### src/rtl/digit_scan_debouncer.sv
// Time-multiplexed input scanner: a prescaled pointer walks N_CH lines, each line
// gets its own debounce counter, and a 0->1 stable transition emits KEY_VALID/KEY_CODE.
module digit_scan_debouncer #(
    parameter int N_CH = 12,
    parameter int DIV  = 3,
    parameter int DEB  = 4,
    localparam int CW  = (N_CH > 1) ? $clog2(N_CH) : 1
) (
    input  logic            CLK,
    input  logic            RST,
    input  logic            EN,
    input  logic            HOLD,
    input  logic [N_CH-1:0] Din,
    output logic            Dout,
    output logic [CW-1:0]   SEL,
    output logic [N_CH-1:0] PRESSED,
    output logic            KEY_VALID,
    output logic [CW-1:0]   KEY_CODE
);

    localparam int PW = (DIV > 1) ? $clog2(DIV) : 1;
    localparam int DW = $clog2(DEB) + 1;
    localparam logic [PW-1:0] P_LAST = PW'(DIV - 1);
    localparam logic [CW-1:0] S_LAST = CW'(N_CH - 1);
    localparam logic [DW-1:0] D_LAST = DW'(DEB - 1);

    logic [PW-1:0]   pcnt_r;
    logic [CW-1:0]   sel_r;
    logic [N_CH-1:0] pressed_r;
    logic [DW-1:0]   dcnt_r [N_CH];
    logic            key_valid_r;
    logic [CW-1:0]   key_code_r;

    logic            tick_s;
    logic            sample_s;
    logic            differ_s;
    logic            flip_s;
    logic            press_s;
    logic [DW-1:0]   dcnt_cur_s;
    logic [DW-1:0]   dcnt_next_s;
    logic [PW-1:0]   pcnt_next_s;
    logic [CW-1:0]   sel_next_s;

    // Next-state decode for the prescaler, pointer and the selected channel's debouncer
    always_comb begin
        tick_s      = EN && (pcnt_r == P_LAST);
        sample_s    = Din[sel_r];
        dcnt_cur_s  = dcnt_r[sel_r];
        differ_s    = (sample_s != pressed_r[sel_r]);
        flip_s      = 1'b0;
        dcnt_next_s = {DW{1'b0}};
        pcnt_next_s = pcnt_r;
        sel_next_s  = sel_r;

        // A matching sample cancels any partial count, so short glitches leave no trace
        if (!differ_s) begin
            dcnt_next_s = {DW{1'b0}};
        end else if (dcnt_cur_s == D_LAST) begin
            flip_s      = 1'b1;
            dcnt_next_s = {DW{1'b0}};
        end else begin
            dcnt_next_s = dcnt_cur_s + DW'(1);
        end
        press_s = tick_s && flip_s && sample_s;

        if (tick_s) begin
            pcnt_next_s = {PW{1'b0}};
        end else if (EN) begin
            pcnt_next_s = pcnt_r + PW'(1);
        end else begin
            pcnt_next_s = pcnt_r;
        end

        if (!tick_s || HOLD) begin
            sel_next_s = sel_r;
        end else if (sel_r == S_LAST) begin
            sel_next_s = {CW{1'b0}};
        end else begin
            sel_next_s = sel_r + CW'(1);
        end
    end

    // State registers: prescaler, pointer, per-channel debounce and event outputs
    always_ff @(posedge CLK or negedge RST) begin
        if (!RST) begin
            pcnt_r      <= {PW{1'b0}};
            sel_r       <= {CW{1'b0}};
            pressed_r   <= {N_CH{1'b0}};
            key_valid_r <= 1'b0;
            key_code_r  <= {CW{1'b0}};
            for (int i = 0; i < N_CH; i++) begin
                dcnt_r[i] <= {DW{1'b0}};
            end
        end else begin
            pcnt_r      <= pcnt_next_s;
            sel_r       <= sel_next_s;
            key_valid_r <= press_s;
            if (press_s) begin
                key_code_r <= sel_r;
            end
            if (tick_s) begin
                dcnt_r[sel_r] <= dcnt_next_s;
                if (flip_s) begin
                    pressed_r[sel_r] <= sample_s;
                end
            end
        end
    end

    assign Dout      = Din[sel_r];
    assign SEL       = sel_r;
    assign PRESSED   = pressed_r;
    assign KEY_VALID = key_valid_r;
    assign KEY_CODE  = key_code_r;

endmodule

### config.mk
export PLATFORM = sky130hd
export DESIGN_NAME = digit_scan_debouncer
export DESIGN_NICKNAME = d
export VERILOG_FILES = /design/src/rtl/digit_scan_debouncer.sv
export SDC_FILE = /design/constraint.sdc
export NUM_CORES = 1
export LEC_CHECK = 0
export ABC_AREA = 1
export CAP_MARGIN = 20
export CORE_ASPECT_RATIO = 1.4
export CORE_MARGIN = 3
export CORE_UTILIZATION = 55
export DETAILED_ROUTE_END_ITERATION = 7
export GPL_TIMING_DRIVEN = 0
export PLACE_DENSITY = 0.86
export RECOVER_POWER = 100
export SLEW_MARGIN = 20
export SYNTH_ARGS = -nofsm -noshare
export SYNTH_HDL_FRONTEND = slang
export SYNTH_SLANG_ARGS = --single-unit
### constraint.sdc
create_clock -name CLK -period 2.3 [get_ports CLK]
set_input_delay 0.23 -clock CLK [delete_from_list [all_inputs] [get_ports CLK]]
set_output_delay 0.23 -clock CLK [all_outputs]
set_load 0.005 [all_outputs]
==> results_dict.tcl <==
set metrics [dict create \
    tightest_slew_ps 1490 \
    fp.dieH_um 98.8 \
    numCtsBuffers 9 \
    slew-limit-headroom_pct 0.724 \
    crit_buf_inv 5 \
    status "completed" \
    start_util_pct 57.3 \
    arrival_ps 2440 \
    dr.pass1.iters 6 \
    p_leak_nw 2.16 \
    area_growth_pct 24.5 \
    clk_pin_slew_ps 70 \
    most-common-layout-cells "nand2_1 (154), dfrtp_1 (59), inv_1 (42), nand3_1 (37), nor2_1 (31)" \
    hold_class "register to register" \
    crit_chain "buf_6, inv_4, buf_12, buf_8, o21ai_0, o22ai_1, nand2_1, nand3_2, ha_4, nand2_1, nor2_4, buf_6, nand3_1, nand2_1, nand2_1" \
    yosysWarningCount 0 \
    num_antenna_cells 0 \
    wl_per_cell_um 15.6 \
    drcViolationCount 0 \
    antenna_found_initial 0 \
    min_path_cells 2 \
    worstSetupEndpointType "register" \
    drive_above_1_share_pct 15.7 \
    power_mw 5.80 \
    syn_inst 439 \
    rows 33 \
    placed_area_um2 3840 \
    path_max_fanout 10 \
    cp_num_cells 15 \
    slew_violations 0 \
    critical_path_class "register to register" \
    ant_nets 0 \
    ys.flop_type "dfrtp_1" \
    boundaryPins 38 \
    fmax_mhz 455 \
    worstSkewPairLatency_ps 340 \
    post-synth-top-area-fraction_pct 43.7 \
    register_area_um2 1480 \
    nets 519 \
    fin_setup_tns_ps 0 \
    multi_input_area_um2 1600 \
    die_area_um2 7140 \
    drtIter0Drc 240 \
    stdcell_count 573 \
    synthesis.area_um2 3380 \
    avgSynthCellArea_um2 7.70 \
    vias_per_cell 5.53 \
    ys_ff_latch 59 \
    yosysTopAreaCell "dfrtp_1" \
    cts.sinks 59 \
    r2r_cells 15 \
    grt_first_pass_wirelength_mm 14.2 \
    root_buffer "clkbuf_8" \
    vias 3169 \
    fin_crit_sh_pct 95.5 \
    crit_required_ps 2540 \
    grt_max_degree 60 \
    io_buffers 37 \
    finish.utilization_pct 71.3 \
    max_cap_violations 0 \
    core_area_um2 5900 \
    max_stage_delay_ps 400 \
    slowest_stage "dfrtp_1" \
    synth.distinct_cells 30 \
    grt_overflow 0 \
    fin_area_um2 4210 \
    grt_pass1_vias 3043 \
    clock-skew-final_ps 11.0 \
    n_fill_cell 450 \
    path_common_cell "nand2_1" \
    path_delay_family "simple AND/OR/NAND/NOR gates" \
    synthesis.nets 460 \
    ys_seq_area_share_pct 43.7 \
    tritoncts "yes" \
    async_flop_share_pct 100 \
    setup_viol 0 \
    powerDensity_nw_per_um2 1380 \
    gp_congestion 0.962 \
    period_needed_ps 2200 \
    dieWidth_um 72.3 \
    dp_hpwl_mm 6.14 \
    grt.total_usage_pct 25.6 \
    synth_area_leaders "dfrtp_1 (44%), nand2_1 (17%), nand3_1 (5.6%)" \
    cp-start-kind "register" \
    final-hold-violation-count 0 \
    htreeDepth 3 \
    drt_wl_total_mm 8.97 \
    post-place-cells 546 \
    clockBufferDepth 2 \
    final_common_cell "nand2_1" \
    synth_edf_count 0 \
    irDropWorstVdd_uv 1110 \
]
-- what timing repair did --
| item | 4_1_cts | 5_1_grt |
|---|---|---|
| hold buffers | 1 | 0 |
| endpoints found under the setup margin | 19 | 32 |
| pin swaps | 0 | 2 |
| endpoints found under the hold margin | 59 | 0 |
| buffers inserted | 2 | 6 |
| resized for setup | 9 | 19 |
| gates cloned | 0 | 2 |
-- through the flow --
stage | hold WS [ps] | setup WS, ps
after floorplan | -65.6 | 242
after global placement | 459 | -799
after detailed placement | 344 | -114
after CTS | 483 | 6.61
after global routing | 505 | -25.6
final | 480 | 103
-- synthesized netlist by cell type (4+ instances only) --
cell and count:
ha_1 5, nor2_1 33, nand3_2 4, nand2_1 153
dfrtp_1 59, o21ai_1 14, a21oi_1 7, buf_6 11
inv_1 42, o21ai_2 16, buf_4 5, nand3_1 38
o21ai_0 22, nand3b_1 5
-- report_power, final --
part	switching [mW]	total, mW	internal, mW
clock	0.394	0.841	0.447
combinational	2.15	3.50	1.35
sequential	0.168	1.46	1.29
total	2.71	5.80	3.08
-- state kept, by name, summed over array words and instances, names as in the netlist --
| signal | count |
|---|---|
| KEY_CODE | 4 |
| KEY_VALID | 1 |
| PRESSED | 12 |
| SEL | 4 |
| dcnt_r | 36 |
| pcnt_r | 2 |
-- metal layers --
layer  part of all wire [%]  wire length [µm]  vias up  track usage (%)
met1                     38              3420     1503             28.4
met4                    4.1               367        0             14.5
met3                    4.5               400       34             4.80
li1                       -                 -     1522                -
met5                      0                 0        -                0
met2                     53              4780      110             44.8
-- worst reg2reg max path: cells and delay by family, from the launching register on --
family | cells | cell delay, ps
AOI/OAI and AO/OA | 2 | 240
adders and majority gates | 1 | 160
buffers and inverters | 5 | 600
DFF | 1 | 400
and+or+nand+nor | 7 | 690
-- cells by family after synthesis --
| family | Yosys count | share of synthesized area, % |
|---|---|---|
| simple gates | 244 | 32.0 |
| compound gates | 66 | 12.0 |
| buf+inv | 64 | 10.2 |
| flops | 59 | 43.7 |
| fa+ha+maj | 5 | 1.85 |
| xor+xnor | 1 | 0.259 |
-- layout make-up --
type	count	area share, %
Tap cell	70	2.08
Inverter	46	4.28
Timing Repair Buffer	48	11.3
Sequential cell	59	35.1
Buffer	18	5.11
Clock buffer	14	3.86
Multi-Input combinational cell	316	38.1
Clock inverter	2	0.238
-- path summary, 6_finish.rpt --
kind / start / endpoint / slack (ps)
min in group asynchronous: RST / PRESSED[9]$_DFFE_PN0P_ / 770
worst max-delay path: SEL[0]$_DFFE_PN0N_ / PRESSED[6]$_DFFE_PN0P_ / 100
max in group asynchronous: RST / dcnt_r[14]$_DFFE_PN0P_ / 600
worst min register to register: dcnt_r[33]$_DFFE_PN0P_ / dcnt_r[33]$_DFFE_PN0P_ / 480
worst max register to register: SEL[0]$_DFFE_PN0N_ / PRESSED[6]$_DFFE_PN0P_ / 100
worst min-delay path: dcnt_r[33]$_DFFE_PN0P_ / dcnt_r[33]$_DFFE_PN0P_ / 480
No activity file was read; power rests on OpenSTA's default activity.
==> variant: new RTL, config.mk and constraints unchanged <==
Register the output `SEL` once more, without a reset; this adds one clock of latency there. The other outputs are not delayed to match.
--- a/src/rtl/digit_scan_debouncer.sv
+++ b/src/rtl/digit_scan_debouncer.sv
@@ -108,7 +108,9 @@
     end
 
     assign Dout      = Din[sel_r];
-    assign SEL       = sel_r;
+    always_ff @(posedge CLK) begin
+        SEL <= sel_r;
+    end
     assign PRESSED   = pressed_r;
     assign KEY_VALID = key_valid_r;
     assign KEY_CODE  = key_code_r;
Behaviour: not the same (a bounded check fails within 4 cycles, from zero or initial values and one cycle with RST low).
==> variant against the original RTL <==
- the run now ends with setup timing left
- count of clock-buffer cells in the layout shrank 1
- critical path depth up 1
- cell area increased by 4.0%
- combinational power increased by 4%
- routed wire length is 16% higher
- total power increased by 6.7%
- setup slack lost 0.11 ns
- sequential cell count is 4 higher
- synthesized area rose by 0.15%
- largest cell class is now flip-flops and latches
- largest power group unchanged
==> variant: results (changes against the original RTL) <==
stage;metric;value;unit;change
route;Vias/cell;5.90;;+6.6%
global_routing;initial antenna violation count;0;;unchanged
global_routing;met2 global-route usage;46.2;%;+1.4 points
cells_and_area;Biggest register;dcnt_r;;
min_path;Min-Delay Path Depth;2;;unchanged
worst_setup_path;crit path max fanout;8;;-2
route;met2 wire len;5.22;mm;+9.1%
clock_tree;clk_lat worst skew;0.35;ns;
route;drt total wl;10.4;mm;+16%
cells_and_area;share of layout cells above drive strength 1;17.3;%;+1.6 points
route;Met3 Wirelength;807;microns;+100%
placed_design;pre-CTS setup slack;-0.467;ns;-0.353 ns
power;Comb pwr share;58.6;%;-1.7 points
synth;Synth Net Count;461;;+0.22%
placed_design;routability cong.;0.919;;-4.4%
sta;Slew @ Worst Pin;1.45;ns;-0.0346 ns
worst_setup_path;Worst Setup SP;sel_r[0];;
power;Static Leakage;2.24;nW;+3.6%
min_path;Worst Hold Path EP;KEY_CODE[3];;
global_routing;met1 Track Usage GR;31.2;%;+2.7 points
worst_setup_path;CP delay by family, top;simple AND/OR/NAND/NOR gates;;
worst_setup_path;Worst path slowest cell;dfrtp_1;;
placed_design;IO buf count;37;;unchanged
status;status;finished, violations left;;
status;failing checks;setup timing;;
route;top sig layer;met4;;
cells_and_area;ant diodes;0;;unchanged
global_routing;first-pass GRT wire length;15.3;mm;+7.7%
route;DRT Pass-1 Iters;7;;+1
min_path;Worst Hold Class;reg -> reg;;
sta;Layout Skew;0.0135;ns;+0.00254 ns
sta;worst hold slack;0.482;ns;+0.00219 ns
synth;register area share after synthesis;46.0;%;+2.3 points
synth;synth cell count leaders;nand2_1, dfrtp_1, inv_1;;
worst_setup_path;arrival time at the worst endpoint;2.60;ns;+0.16 ns
synth;top cells by area, synth;dfrtp_1, nand2_1, nand3_1, inv_1, nor2_1;;
power;maximum vdd drop;0.000637;V;-43%
placed_design;placed wire-length estimate;6.18;mm;+0.72%
power;P_sw;2.79;mW;+3.0%
cells_and_area;Fill cells;416;;-7.6%
power;Sequential Power Share;25.4;%;+0.3 points
global_routing;vias in the first global route;3348;;+10%
clock_tree;CTS Buffer Depth;2;;unchanged
clock_tree;CTS H-tree depth;3;;unchanged
worst_setup_path;Setup crit end;PRESSED[10];;
cells_and_area;max FFs per register;36;;unchanged
route;met1 wire length;3.67;mm;+7.5%
route;DRT iter0 DRCs;352;;+47%
global_routing;grt peak-use layer;met2;;
synth;Async SR Flop Fraction;93.7;%;-6.3 points
synth;Distinct cells, synth;28;;-6.7%
sta;final setup violation count;2;;+2
global_routing;met3 global-route usage;5.10;%;+0.31 points
cells_and_area;nets;535;;+3.1%
sta;PnR worst setup slack;-0.00821;ns;-0.111 ns
min_path;HP Start;KEY_CODE[3];;
synth;Synth warnings;0;;unchanged
clock_tree;Root Driver;clkbuf_8;;
power;power consumption;6.19;mW;+6.7%
global_routing;GRT Util Overall;27.8;%;+2.2 points
-- variant: per-stage QoR --
stage | std cells | TNS (ns) | cell area, sq um
floorplan | 440 | 0 | 3390
global placement | 547 | -53.55 | 3840
detailed placement | 547 | -10.66 | 3840
CTS | 573 | 0 | 4180
global route | 589 | -1.15 | 4380
finish | 589 | -0.00914 | 4380
-- variant: what timing repair did --
item / 4_1_cts / 5_1_grt
cloned: 0 / 4
endpoints found under the hold margin: 59 / 0
setup buffers: 9 / 12
setup endpoints to repair: 52 / 24
pin swaps: 5 / 8
resized for setup: 11 / 20
hold buffers: 1 / 0
-- variant: worst register-to-register path: stages, from the launching register on --
cell and delay, ns:
dfrtp_1 0.41, buf_6 0.17, inv_6 0.07, buf_8 0.12
clkbuf_16 0.15, o21ai_1 0.07, o22ai_2 0.17, nand2_1 0.09
nand3_2 0.13, ha_4 0.17, nand2_2 0.06, nor2_4 0.19
nand2_4 0.11, inv_4 0.08, buf_6 0.12, nand2_1 0.09
nand2_1 0.07
-- variant: logic make-up (layout without fill, tap and decap cells) --
| logic type | Yosys count | count (layout) | share of synthesized area [%] |
|---|---|---|---|
| AND/OR/NAND/NOR | 239 | 239 | 30.2 |
| AO/OA/AOI/OAI | 66 | 66 | 11.5 |
| flip-flops | 63 | 63 | 46.0 |
| buffers and inverters | 66 | 145 | 10.2 |
| XOR/XNOR | 1 | 1 | 0.259 |
| adder cells (fa/ha/maj) | 5 | 5 | 1.85 |
-- variant: layout make-up --
class | instances | area share, %
Clock buffer | 13 | 3.63
Tap cell | 70 | 2.00
Buffer | 18 | 4.86
Multi-Input combinational cell | 311 | 34.8
Sequential cell | 63 | 35.5
Clock inverter | 3 | 0.971
Inverter | 48 | 4.34
Timing Repair Buffer | 63 | 13.8
